<file path="src/rtl/noc_output_arbiter.sv">
`default_nettype none
// ============================================================================
// Module   : noc_output_arbiter
// Purpose  : Per-output-port arbiter for a 5-port NoC router. Picks one
//            requesting input (rotating priority), drives the one-hot crossbar
//            select and runs the RTS/DCTS handshake to the downstream router.
//            Define ARBITER_STRICT_RR_EN for strict round-robin (owner last).
// Revision : 1.0  initial release
// ============================================================================
module noc_output_arbiter (
    input  logic       clk,
    input  logic       rst,
    input  logic       Req_N,
    input  logic       Req_E,
    input  logic       Req_W,
    input  logic       Req_S,
    input  logic       Req_L,
    input  logic       DCTS,
    output logic       Grant_N,
    output logic       Grant_E,
    output logic       Grant_W,
    output logic       Grant_S,
    output logic       Grant_L,
    output logic [4:0] Xbar_sel,
    output logic       RTS
);

    typedef enum logic [5:0] {
        ST_IDLE = 6'b000001,
        ST_L    = 6'b000010,
        ST_N    = 6'b000100,
        ST_E    = 6'b001000,
        ST_W    = 6'b010000,
        ST_S    = 6'b100000
    } state_t;

    // Port index used by the scan: N=0, E=1, W=2, S=3, L=4 (matches Xbar_sel bits)
    localparam logic [2:0] P_N = 3'd0;
    localparam logic [2:0] P_E = 3'd1;
    localparam logic [2:0] P_W = 3'd2;
    localparam logic [2:0] P_S = 3'd3;
    localparam logic [2:0] P_L = 3'd4;

    state_t     state;
    state_t     state_in;
    logic       RTS_FF;
    logic       RTS_FF_in;

    logic [4:0] req;
    logic [2:0] scan_start;
    logic [3:0] scan_idx;
    logic       found;
    logic [2:0] pick;
    logic [4:0] grant_vec;

    assign req = {Req_L, Req_S, Req_W, Req_E, Req_N};

    function automatic state_t idx_to_state(input logic [2:0] idx);
        case (idx)
            P_N:     idx_to_state = ST_N;
            P_E:     idx_to_state = ST_E;
            P_W:     idx_to_state = ST_W;
            P_S:     idx_to_state = ST_S;
            P_L:     idx_to_state = ST_L;
            default: idx_to_state = ST_IDLE;
        endcase
    endfunction

    // First port examined by the scan; non-one-hot states fall back to IDLE order
    always_comb begin
        scan_start = P_N;
        case (state)
`ifdef ARBITER_STRICT_RR_EN
            ST_N:    scan_start = P_E;
            ST_E:    scan_start = P_W;
            ST_W:    scan_start = P_S;
            ST_S:    scan_start = P_L;
            ST_L:    scan_start = P_N;
`else
            ST_N:    scan_start = P_N;
            ST_E:    scan_start = P_E;
            ST_W:    scan_start = P_W;
            ST_S:    scan_start = P_S;
            ST_L:    scan_start = P_L;
`endif
            default: scan_start = P_N;
        endcase
    end

    always_comb begin
        found    = 1'b0;
        pick     = P_N;
        scan_idx = 4'd0;
        for (int k = 0; k < 5; k++) begin
            scan_idx = {1'b0, scan_start} + 4'(k);
            if (scan_idx >= 4'd5) begin
                scan_idx = scan_idx - 4'd5;
            end
            if (!found && req[scan_idx[2:0]]) begin
                found = 1'b1;
                pick  = scan_idx[2:0];
            end
        end
    end

    always_comb begin
        state_in  = state;
        RTS_FF_in = RTS_FF;
        if (RTS_FF && !DCTS) begin
            // Pending flit waits for downstream; owner and RTS are frozen
            state_in  = state;
            RTS_FF_in = 1'b1;
        end else if (found) begin
            state_in  = idx_to_state(pick);
            RTS_FF_in = 1'b1;
        end else begin
            state_in  = ST_IDLE;
            RTS_FF_in = 1'b0;
        end
    end

    always_ff @(posedge clk or negedge rst) begin
        if (!rst) begin
            state  <= ST_IDLE;
            RTS_FF <= 1'b0;
        end else begin
            state  <= state_in;
            RTS_FF <= RTS_FF_in;
        end
    end

    always_comb begin
        Xbar_sel = 5'b00000;
        case (state)
            ST_N:    Xbar_sel = 5'b00001;
            ST_E:    Xbar_sel = 5'b00010;
            ST_W:    Xbar_sel = 5'b00100;
            ST_S:    Xbar_sel = 5'b01000;
            ST_L:    Xbar_sel = 5'b10000;
            default: Xbar_sel = 5'b00000;
        endcase
    end

    assign RTS       = RTS_FF;
    assign grant_vec = Xbar_sel & {5{RTS_FF & DCTS}};
    assign Grant_N   = grant_vec[0];
    assign Grant_E   = grant_vec[1];
    assign Grant_W   = grant_vec[2];
    assign Grant_S   = grant_vec[3];
    assign Grant_L   = grant_vec[4];

endmodule
`default_nettype wire

</file>
<file path="config.mk">
export PLATFORM = sky130hd
export DESIGN_NAME = noc_output_arbiter
export DESIGN_NICKNAME = d
export VERILOG_FILES = /design/src/rtl/noc_output_arbiter.sv
export SDC_FILE = /design/constraint.sdc
export NUM_CORES = 1
export LEC_CHECK = 0
export BUFFER_PORTS_ARGS = -buffer_cell sky130_fd_sc_hd__buf_4
export CAP_MARGIN = 10
export CORE_ASPECT_RATIO = 1.5
export CORE_MARGIN = 10
export CORE_UTILIZATION = 63
export CTS_CLUSTER_DIAMETER = 100
export DETAILED_ROUTE_END_ITERATION = 16
export HOLD_SLACK_MARGIN = 0.1
export PLACE_DENSITY = 0.86
export SETUP_SLACK_MARGIN = 0.2
export SYNTH_ARGS = -nofsm -noshare
export SYNTH_HDL_FRONTEND = slang
export SYNTH_SLANG_ARGS = --single-unit
</file>
<file path="constraint.sdc">
create_clock -name clk -period 7.79 [get_ports clk]
set_input_delay 2.337 -clock clk [delete_from_list [all_inputs] [get_ports clk]]
set_output_delay 2.337 -clock clk [all_outputs]
set_load 0.05 [all_outputs]
</file>
==> results of run 1 <==
==> per-stage QoR <==
step | instances | hold WS [ns] | utilization | cell area (sq um) | setup WS, ns
after floorplan | 194 | 0.5966 | - | 1539 | 1.555
after global routing | 228 | 0.6103 | 0.7241 | 1655 | 2.397
after detailed placement | 224 | 0.5593 | 0.7126 | 1629 | 2.464
after CTS | 228 | 0.5702 | 0.7241 | 1655 | 2.462
final | 228 | 0.5712 | 0.7241 | 1655 | 2.479
after global placement | 224 | 0.5415 | 0.7126 | 1629 | 2.504
==> layout make-up <==
type | instances | area [sq um] | share of cell area
timing repair buffer | 18 | 135.1 | 0.08163
inverter | 11 | 41.29 | 0.02494
tap | 23 | 28.78 | 0.01738
clock buffer | 4 | 26.28 | 0.01587
multi-input combinational | 165 | 1247 | 0.7536
sequential | 7 | 176.4 | 0.1066
==> layout by cell type (no fill, tap or decap), drive strengths merged, types with 6 or more instances in the layout <==
master  netlist  layout
mux2i         6       6
nand3         6       6
nor3          9       9
o21ai        12      12
buf           7      18
inv          11      11
ha            8       8
nor2         13      13
dfrtp         6       6
nand2        17      17
a21oi         8       8
==> critical path, delay by kind of cell <==
family | cells | cell delay (ns)
and+or+nand+nor | 2 | 0.30
buffers and inverters | 2 | 0.34
==> flip-flops by register name (all words and copies together), names as in the netlist <==
| signal | count |
|---|---|
| RTS | 1 |
| state | 6 |
==> power breakdown <==
part | switching (mW) | internal (mW)
Sequential | 0.0418 | 0.0530
Clock | 0.0122 | 0.0195
Combinational | 0.445 | 0.311
Total | 0.500 | 0.384
==> routing by layer <==
| metal | global-route usage | vias up |
|---|---|---|
| met2 | 0.3202 | 78 |
| met1 | 0.2007 | 770 |
| met3 | 0.01890 | 20 |
| met4 | 0.1059 | 0 |
| met5 | 0 | - |
| li1 | - | 760 |
==> path summary, 6_finish.rpt <==
check	from	end	slack, ns	cells after the start
setup / recovery	DCTS	Grant_W	2.48	4
hold reg to reg	state[0]	state[0]	0.57	2
max in group asynchronous	rst	state[0]	5.70	1
min in group asynchronous	rst	state[1]	1.89	1
hold / removal	state[0]	state[0]	0.57	2
setup reg to reg	state[2]	state[2]	3.56	13
==> kinds of logic (layout without fill, tap and decap cells) <==
kind of cell / Yosys count / after routing / synth area share
flops: 7 / 7 / 0.1146
mux: 10 / 10 / 0.07561
xor+xnor: 7 / 7 / 0.03984
simple gates: 81 / 81 / 0.3293
buf+inv: 22 / 33 / 0.07479
fa+ha+maj: 8 / 8 / 0.06504
compound gates: 59 / 59 / 0.3008
==> flow_metrics.tcl, run 1 <==
set metrics [dict create \
    dieWidth_um 60.36 \
    clock_sinks 7 \
    leakagePower_nw 0.6666 \
    async_flop_share 1.000 \
    gp_congestion 0.9656 \
    initial_utilization 0.6732 \
    cap_violations 0 \
    final.min_clock_period_ns 5.311 \
    setup.worst_path.class "primary input to primary output" \
    n_antenna_cell 0 \
    synth_cells 194 \
    cp.required_ns 5.45 \
    drive_gt1_frac 0.2390 \
    fmax_mhz 188.3 \
    grt_pass1_vias 1654 \
    cp_max_fo 4 \
    irDropWorstVdd_v 0.0003373 \
    antenna_found_initial 0 \
    rsz0062_at_grt "false" \
    grt-ovfl-total 0 \
    hpwl_mm 3.468 \
    drt_pass1_iterations 4 \
    wirelength_mm 4.378 \
    synth.area.top_cells "dfrtp_1, ha_1, mux2i_1, nand2_1, nor3_1" \
    met3_length_um 257 \
    ys_warn_count 0 \
    grt_max_degree 18 \
    maxSlewViolCount 0 \
    slowest_stage "buf_4" \
    coreArea_sq_um 2286 \
    wl_met1_mm 1.685 \
    yosysTopAreaCell "dfrtp_1" \
    areaGrowthSynthToFinish_pct 7.561 \
    cts_tree "built" \
    yosys-top-cells-count "nand2_1, nor2_1, inv_1, nor3_1" \
    tightest_slew_ns 0.6548 \
    powerDensity_nw_per_um2 533.6 \
    maxSlewHeadroom 0.5579 \
    power_mw 0.8833 \
    drc 0 \
    vias_per_cell 7.140 \
    outcome "finished clean" \
    hold_violations 0 \
    cts_resized 0 \
    crit_path_start_kind "primary input" \
    clk_latency_ns 0.25 \
    h-tree-depth 1 \
    via_count 1628 \
    ys_types 70 \
    final_antenna_net_count 0 \
    yosys.cell_count.top_type "nand2_1" \
    nFillCells 219 \
    syn_avg_cell_area_sq_um 7.933 \
    fin_crit_sh 0.6817 \
    cp_common_cell "buf_4" \
    post_drt_wl_per_cell_um 19.20 \
    die_y_um 80.54 \
    top_layer_used "met4" \
    wl_met2_mm 2.246 \
    worst_ep_arrival_time_ns 2.97 \
    num_rows 21 \
    cp_cell_sequence "buf_4, nand2_1, nor4_1, buf_4" \
    postCtsSetupBuffers 0 \
    path_clk_slew_ns 0.05 \
    yosys.area.top_type_share 0.09756 \
    synthFlopType "dfrtp_1" \
    first_iter_violations 83 \
    ios 19 \
    synth_nets 210 \
    ys_ff_latch 7 \
    cp_slowest_stage_delay_ns 0.24 \
    crit_path_end_kind "primary output" \
    finalSetupViolCount 0 \
    numCtsBuffers 3 \
    postCtsHoldBufs 0 \
    cts_root_buf "clkbuf_4" \
    dieArea_sq_um 4861 \
    ys_seq_area_frac 0.1146 \
    grt_pass1_wl_mm 7.376 \
    fin_nets 222 \
    cts.path.max_buffers 2 \
    clock_skew_ns 0.005635 \
    netlist_area_sq_um 1539 \
    worstHoldPathType "register to register" \
    grt_usage 0.1826 \
    finalSetupTns_ns 0 \
    synth_edf_count 0 \
    portBuffers 18 \
]
Power figures use the tool's default switching activity.
==> run 2, diff against run 1 <==
--- a/config.mk
+++ b/config.mk
@@ -9,11 +9,11 @@
 export CAP_MARGIN = 10
 export CORE_ASPECT_RATIO = 1.5
 export CORE_MARGIN = 10
-export CORE_UTILIZATION = 63
+export CORE_UTILIZATION = 59
 export CTS_CLUSTER_DIAMETER = 100
 export DETAILED_ROUTE_END_ITERATION = 16
 export HOLD_SLACK_MARGIN = 0.1
-export PLACE_DENSITY = 0.86
+export PLACE_DENSITY = 0.81
 export SETUP_SLACK_MARGIN = 0.2
 export SYNTH_ARGS = -nofsm -noshare
 export SYNTH_HDL_FRONTEND = slang
==> constraint.sdc (replaced) <==
create_clock -name clk -period 5.4 [get_ports clk]
set_input_delay 1.62 -clock clk [delete_from_list [all_inputs] [get_ports clk]]
set_output_delay 1.62 -clock clk [all_outputs]
set_load 0.05 [all_outputs]
==> flow_metrics.tcl, run 2 (synthesized netlist as in run 1, its figures left out) <==
set metrics [dict create \
    outcome "finished clean" \
    wirelength_mm 4.573 \
    wl_met1_mm 1.800 \
    r2r-start "state[4]" \
    final.min_clock_period_ns 4.199 \
    clk_latency_ns 0.24 \
    cts_root_buf "clkbuf_4" \
    final_common_cell "buf_4" \
    met3_length_um 273 \
    path_buf_inv 1 \
    worst_hold_path.endpoint "state[0]" \
    hpwl_mm 3.642 \
    final_antenna_net_count 0 \
    min_from "state[0]" \
    gp_congestion 1.025 \
    crit_path_end_kind "register" \
    largest_reg_flops 6 \
    maxSlewViolCount 0 \
    wl_met2_mm 2.324 \
    slowest_stage "dfrtp_1" \
    drc 0 \
    rsz0062_at_grt "false" \
    powerDensity_nw_per_um2 781.1 \
    first_iter_violations 108 \
    finalSetupTns_ns 0 \
    dieArea_sq_um 5093 \
    areaGrowthSynthToFinish_pct 7.642 \
    via_count 1658 \
    ios 19 \
    drt_pass1_iterations 4 \
    instances_no_fill 229 \
    ff2ff_setup_slack_ns 1.20 \
    irDropWorstVdd_v 0.0004437 \
    h-tree-depth 1 \
    fin_nets 222 \
    postCtsSetupBuffers 0 \
    grt_max_degree 18 \
    cts.path.max_buffers 2 \
    clock_sinks 7 \
    placedCellCount 225 \
    maxSlewHeadroom 0.5881 \
    die_y_um 82.55 \
    initial_utilization 0.6212 \
    cp_max_fo 14 \
    top_layer_used "met4" \
    critPathTopFamily "simple AND/OR/NAND/NOR gates" \
    path_clk_slew_ns 0.05 \
    worst_ep_arrival_time_ns 4.32 \
    worstHoldPathType "register to register" \
    layout_common_cells "buf_4, nand2_1, nor2_1" \
    post_drt_wl_per_cell_um 19.97 \
    cap_violations 0 \
    pre_cts_ws_ns 1.297 \
    cp.required_ns 5.52 \
    grt_usage 0.1820 \
    cts_resized 0 \
    fmax_mhz 238.1 \
    drive_gt1_frac 0.2390 \
    holdWs_ns 0.5461 \
    cp_slowest_stage_delay_ns 0.52 \
    finalWorstSetupSlack_ns 1.201 \
    timing.rr.end "state[2]" \
    max_flop_register "state" \
    num_rows 22 \
    clock_skew_ns 0.001594 \
    grt_pass1_vias 1581 \
    cts_tree "built" \
    n_antenna_cell 0 \
    setup.worst_path.class "register to register" \
    dieWidth_um 61.70 \
    holdPathStages 2 \
    numCtsBuffers 3 \
    fin_crit_sh 0.7776 \
    portBuffers 18 \
    nFillCells 223 \
    grt-ovfl-total 0 \
    postCtsHoldBufs 0 \
    antenna_found_initial 0 \
    finalSetupViolCount 0 \
    coreArea_sq_um 2477 \
    power_mw 1.294 \
    cp_cell_sequence "nor4_4, nand2_2, inv_2, ha_1, nor2b_1, a21oi_1, xnor2_1, a21boi_1, or3_4, nand4_4, nor3b_1, nor3_1, a32o_1" \
    grt_pass1_wl_mm 7.307 \
    tightest_slew_ns 0.6101 \
    vias_per_cell 7.240 \
    crit_path_start_kind "register" \
    hold_violations 0 \
    r2r_cells 13 \
    leakagePower_nw 0.6666 \
]
==> run 2: cell counts in the layout (fill, tap and decap cells not counted) <==
Identical to the previous run, type by type.
==> run 2: worst reg2reg max path, delay by kind of cell, from the launching register on <==
family / cells / cell delay, ns
xor gates and xnor gates: 1 / 0.32
adders and majority gates: 1 / 0.38
AOI/OAI and AO/OA: 3 / 0.70
DFF: 1 / 0.52
buffers and inverters: 1 / 0.31
and+or+nand+nor: 7 / 1.85
==> run 2: stage by stage <==
stage | cell area [sq um] | util
finish | 1657 | 0.6687
global route | 1657 | 0.6687
CTS | 1657 | 0.6687
detailed placement | 1630 | 0.6581
global placement | 1630 | 0.6581
floorplan | 1539 | -
==> run 2: worst max-delay path by stage <==
stage                     startpoint        to  cells after the start
after global placement      state[4]  state[2]                     13
after floorplan             state[4]   Grant_N                      4
after global routing        state[2]  state[2]                     13
after CTS                   state[4]  state[2]                     13
after detailed placement    state[4]  state[2]                     13
final                       state[4]  state[2]                     13
==> run 2: cell type report <==
cell class / count / area, sq um / share of cell area
Tap cell: 24 / 30.03 / 0.01813
Timing Repair Buffer: 18 / 135.1 / 0.08157
Multi-Input combinational cell: 165 / 1247 / 0.7530
Sequential cell: 7 / 176.4 / 0.1065
Clock buffer: 4 / 26.28 / 0.01586
Inverter: 11 / 41.29 / 0.02492
==> run 2: where the power goes <==
group | leakage (nW) | switching (mW) | internal, mW
Clock | 0.0150 | 0.0153 | 0.0279
Combinational | 0.567 | 0.665 | 0.451
Sequential | 0.0842 | 0.0581 | 0.0765
==> run 2: metal layers <==
metal / global-route usage / up-vias
li1: - / 763
met1: 0.2037 / 788
met2: 0.3193 / 88
met3: 0.01527 / 19
met4: 0.1099 / 0
met5: 0 / -
==> run 3, diff against run 2 <==
==> constraint.sdc (replaced) <==
create_clock -name clk -period 4.25 [get_ports clk]
set_input_delay 1.275 -clock clk [delete_from_list [all_inputs] [get_ports clk]]
set_output_delay 1.275 -clock clk [all_outputs]
set_load 0.05 [all_outputs]
==> flow_metrics.tcl, run 3 (synthesized netlist as in run 1, its figures left out) <==
set metrics [dict create \
    post_drt_wl_per_cell_um 20.65 \
    multi_input_area_sq_um 1304 \
    final_antenna_net_count 0 \
    fin_crit_sh 0.9156 \
    worst_hold_path.endpoint "state[0]" \
    drive_gt1_frac 0.2905 \
    drc 0 \
    num_rows 22 \
    grt_pass1_wl_mm 7.900 \
    timing.rr.end "state[5]" \
    cp_max_fo 9 \
    crit_path_end_kind "register" \
    cp.required_ns 4.41 \
    instances_no_fill 234 \
    outcome "finished clean" \
    clock_skew_ns 0.0002177 \
    min_from "state[0]" \
    ff2ff_setup_slack_ns 0.36 \
    holdWs_ns 0.5770 \
    cts_tree "built" \
    cap_violations 0 \
    maxSlewHeadroom 0.5805 \
    via_count 1657 \
    wirelength_mm 4.832 \
    gp_congestion 1.066 \
    layout_common_cells "buf_4, nand2_1, nor2_1" \
    antenna_found_initial 0 \
    dieArea_sq_um 5093 \
    fmax_mhz 257.0 \
    vias_per_cell 7.081 \
    r2r-start "state[3]" \
    drt_pass1_iterations 6 \
    clk_latency_ns 0.24 \
    post_dp_cell_area_sq_um 1680 \
    maxSlewViolCount 0 \
    ios 19 \
    finalSetupViolCount 0 \
    grt_max_degree 17 \
    grt_pass1_vias 1641 \
    h-tree-depth 1 \
    clock_sinks 7 \
    final_common_cell "buf_4" \
    die_y_um 82.55 \
    hpwl_mm 3.801 \
    numCtsBuffers 3 \
    max_flop_register "state" \
    grt_usage 0.1977 \
    rsz0062_at_grt "false" \
    dieWidth_um 61.70 \
    finalSetupTns_ns 0 \
    register_area_sq_um 176.4 \
    nFillCells 203 \
    holdPathStages 2 \
    path_clk_slew_ns 0.05 \
    cts_root_buf "clkbuf_4" \
    tightest_slew_ns 0.6214 \
    grt-ovfl-total 0 \
    first_iter_violations 135 \
    n_antenna_cell 0 \
    hold_violations 0 \
    cts.path.max_buffers 2 \
    areaGrowthSynthToFinish_pct 13.74 \
    final.min_clock_period_ns 3.891 \
    worst_ep_arrival_time_ns 4.05 \
    fin_nets 227 \
    worstHoldPathType "register to register" \
    portBuffers 18 \
    crit_path_start_kind "register" \
    placedCellCount 230 \
    coreArea_sq_um 2477 \
    largest_reg_flops 6 \
    setup.worst_path.class "register to register" \
    initial_utilization 0.6212 \
    postCtsHoldBufs 0 \
    r2r_cells 14 \
    fin_area_sq_um 1750 \
]
==> run 3: cell count changes in the layout (fill, tap and decap cells not counted), sizes merged <==
cell,previous run,this run
buf,18,23
==> run 3: worst max-delay path by stage <==
stage               slack, ns     start        to
floorplan                0.30  state[4]   Grant_N
global placement         0.37  state[2]  state[4]
detailed placement       0.29  state[2]  state[5]
CTS                      0.27  state[2]  state[5]
global route             0.18  state[3]  state[5]
finish                   0.36  state[3]  state[5]
==> run 3: final cells by class <==
cell class | count | area share
Multi-Input combinational cell | 165 | 0.7448
Clock buffer | 4 | 0.01501
Sequential cell | 7 | 0.1008
Timing Repair Buffer | 23 | 0.09864
Inverter | 11 | 0.02359
Tap cell | 24 | 0.01716
==> run 3: metal layers <==
metal | global-route usage | vias to the layer above | wire length, um
met3 | 0.03206 | 27 | 395
met2 | 0.3296 | 111 | 2372
met1 | 0.2141 | 755 | 1742
li1 | - | 764 | -
met5 | 0 | - | 0
met4 | 0.1525 | 0 | 321
==> run 3: timing repair <==
action,in CTS,in global routing
setup endpoints to repair,0,4
setup buffers,0,0
resized for setup,0,7
==> run 3: stage by stage <==
stage	setup slack [ns]	util
after floorplan	0.2964	-
after global placement	0.3654	0.6783
after detailed placement	0.2891	0.6783
after CTS	0.2724	0.6889
after global routing	0.1775	0.7066
final	0.3588	0.7066
==> run 3: critical path: stages (launching register included) <==
cell	delay [ns]
dfrtp_1	0.51
nor4_4	0.39
nand2_1	0.15
buf_4	0.19
inv_1	0.22
ha_1	0.26
nand2b_1	0.20
a211oi_2	0.11
mux2i_1	0.37
o221a_2	0.30
a41oi_4	0.18
mux2i_1	0.18
o211ai_2	0.19
or3b_1	0.39
o21ai_1	0.16
Power of run 3 is not shown: default switching activity piles up to over one toggle a cycle in this logic, so the estimate is an artifact.
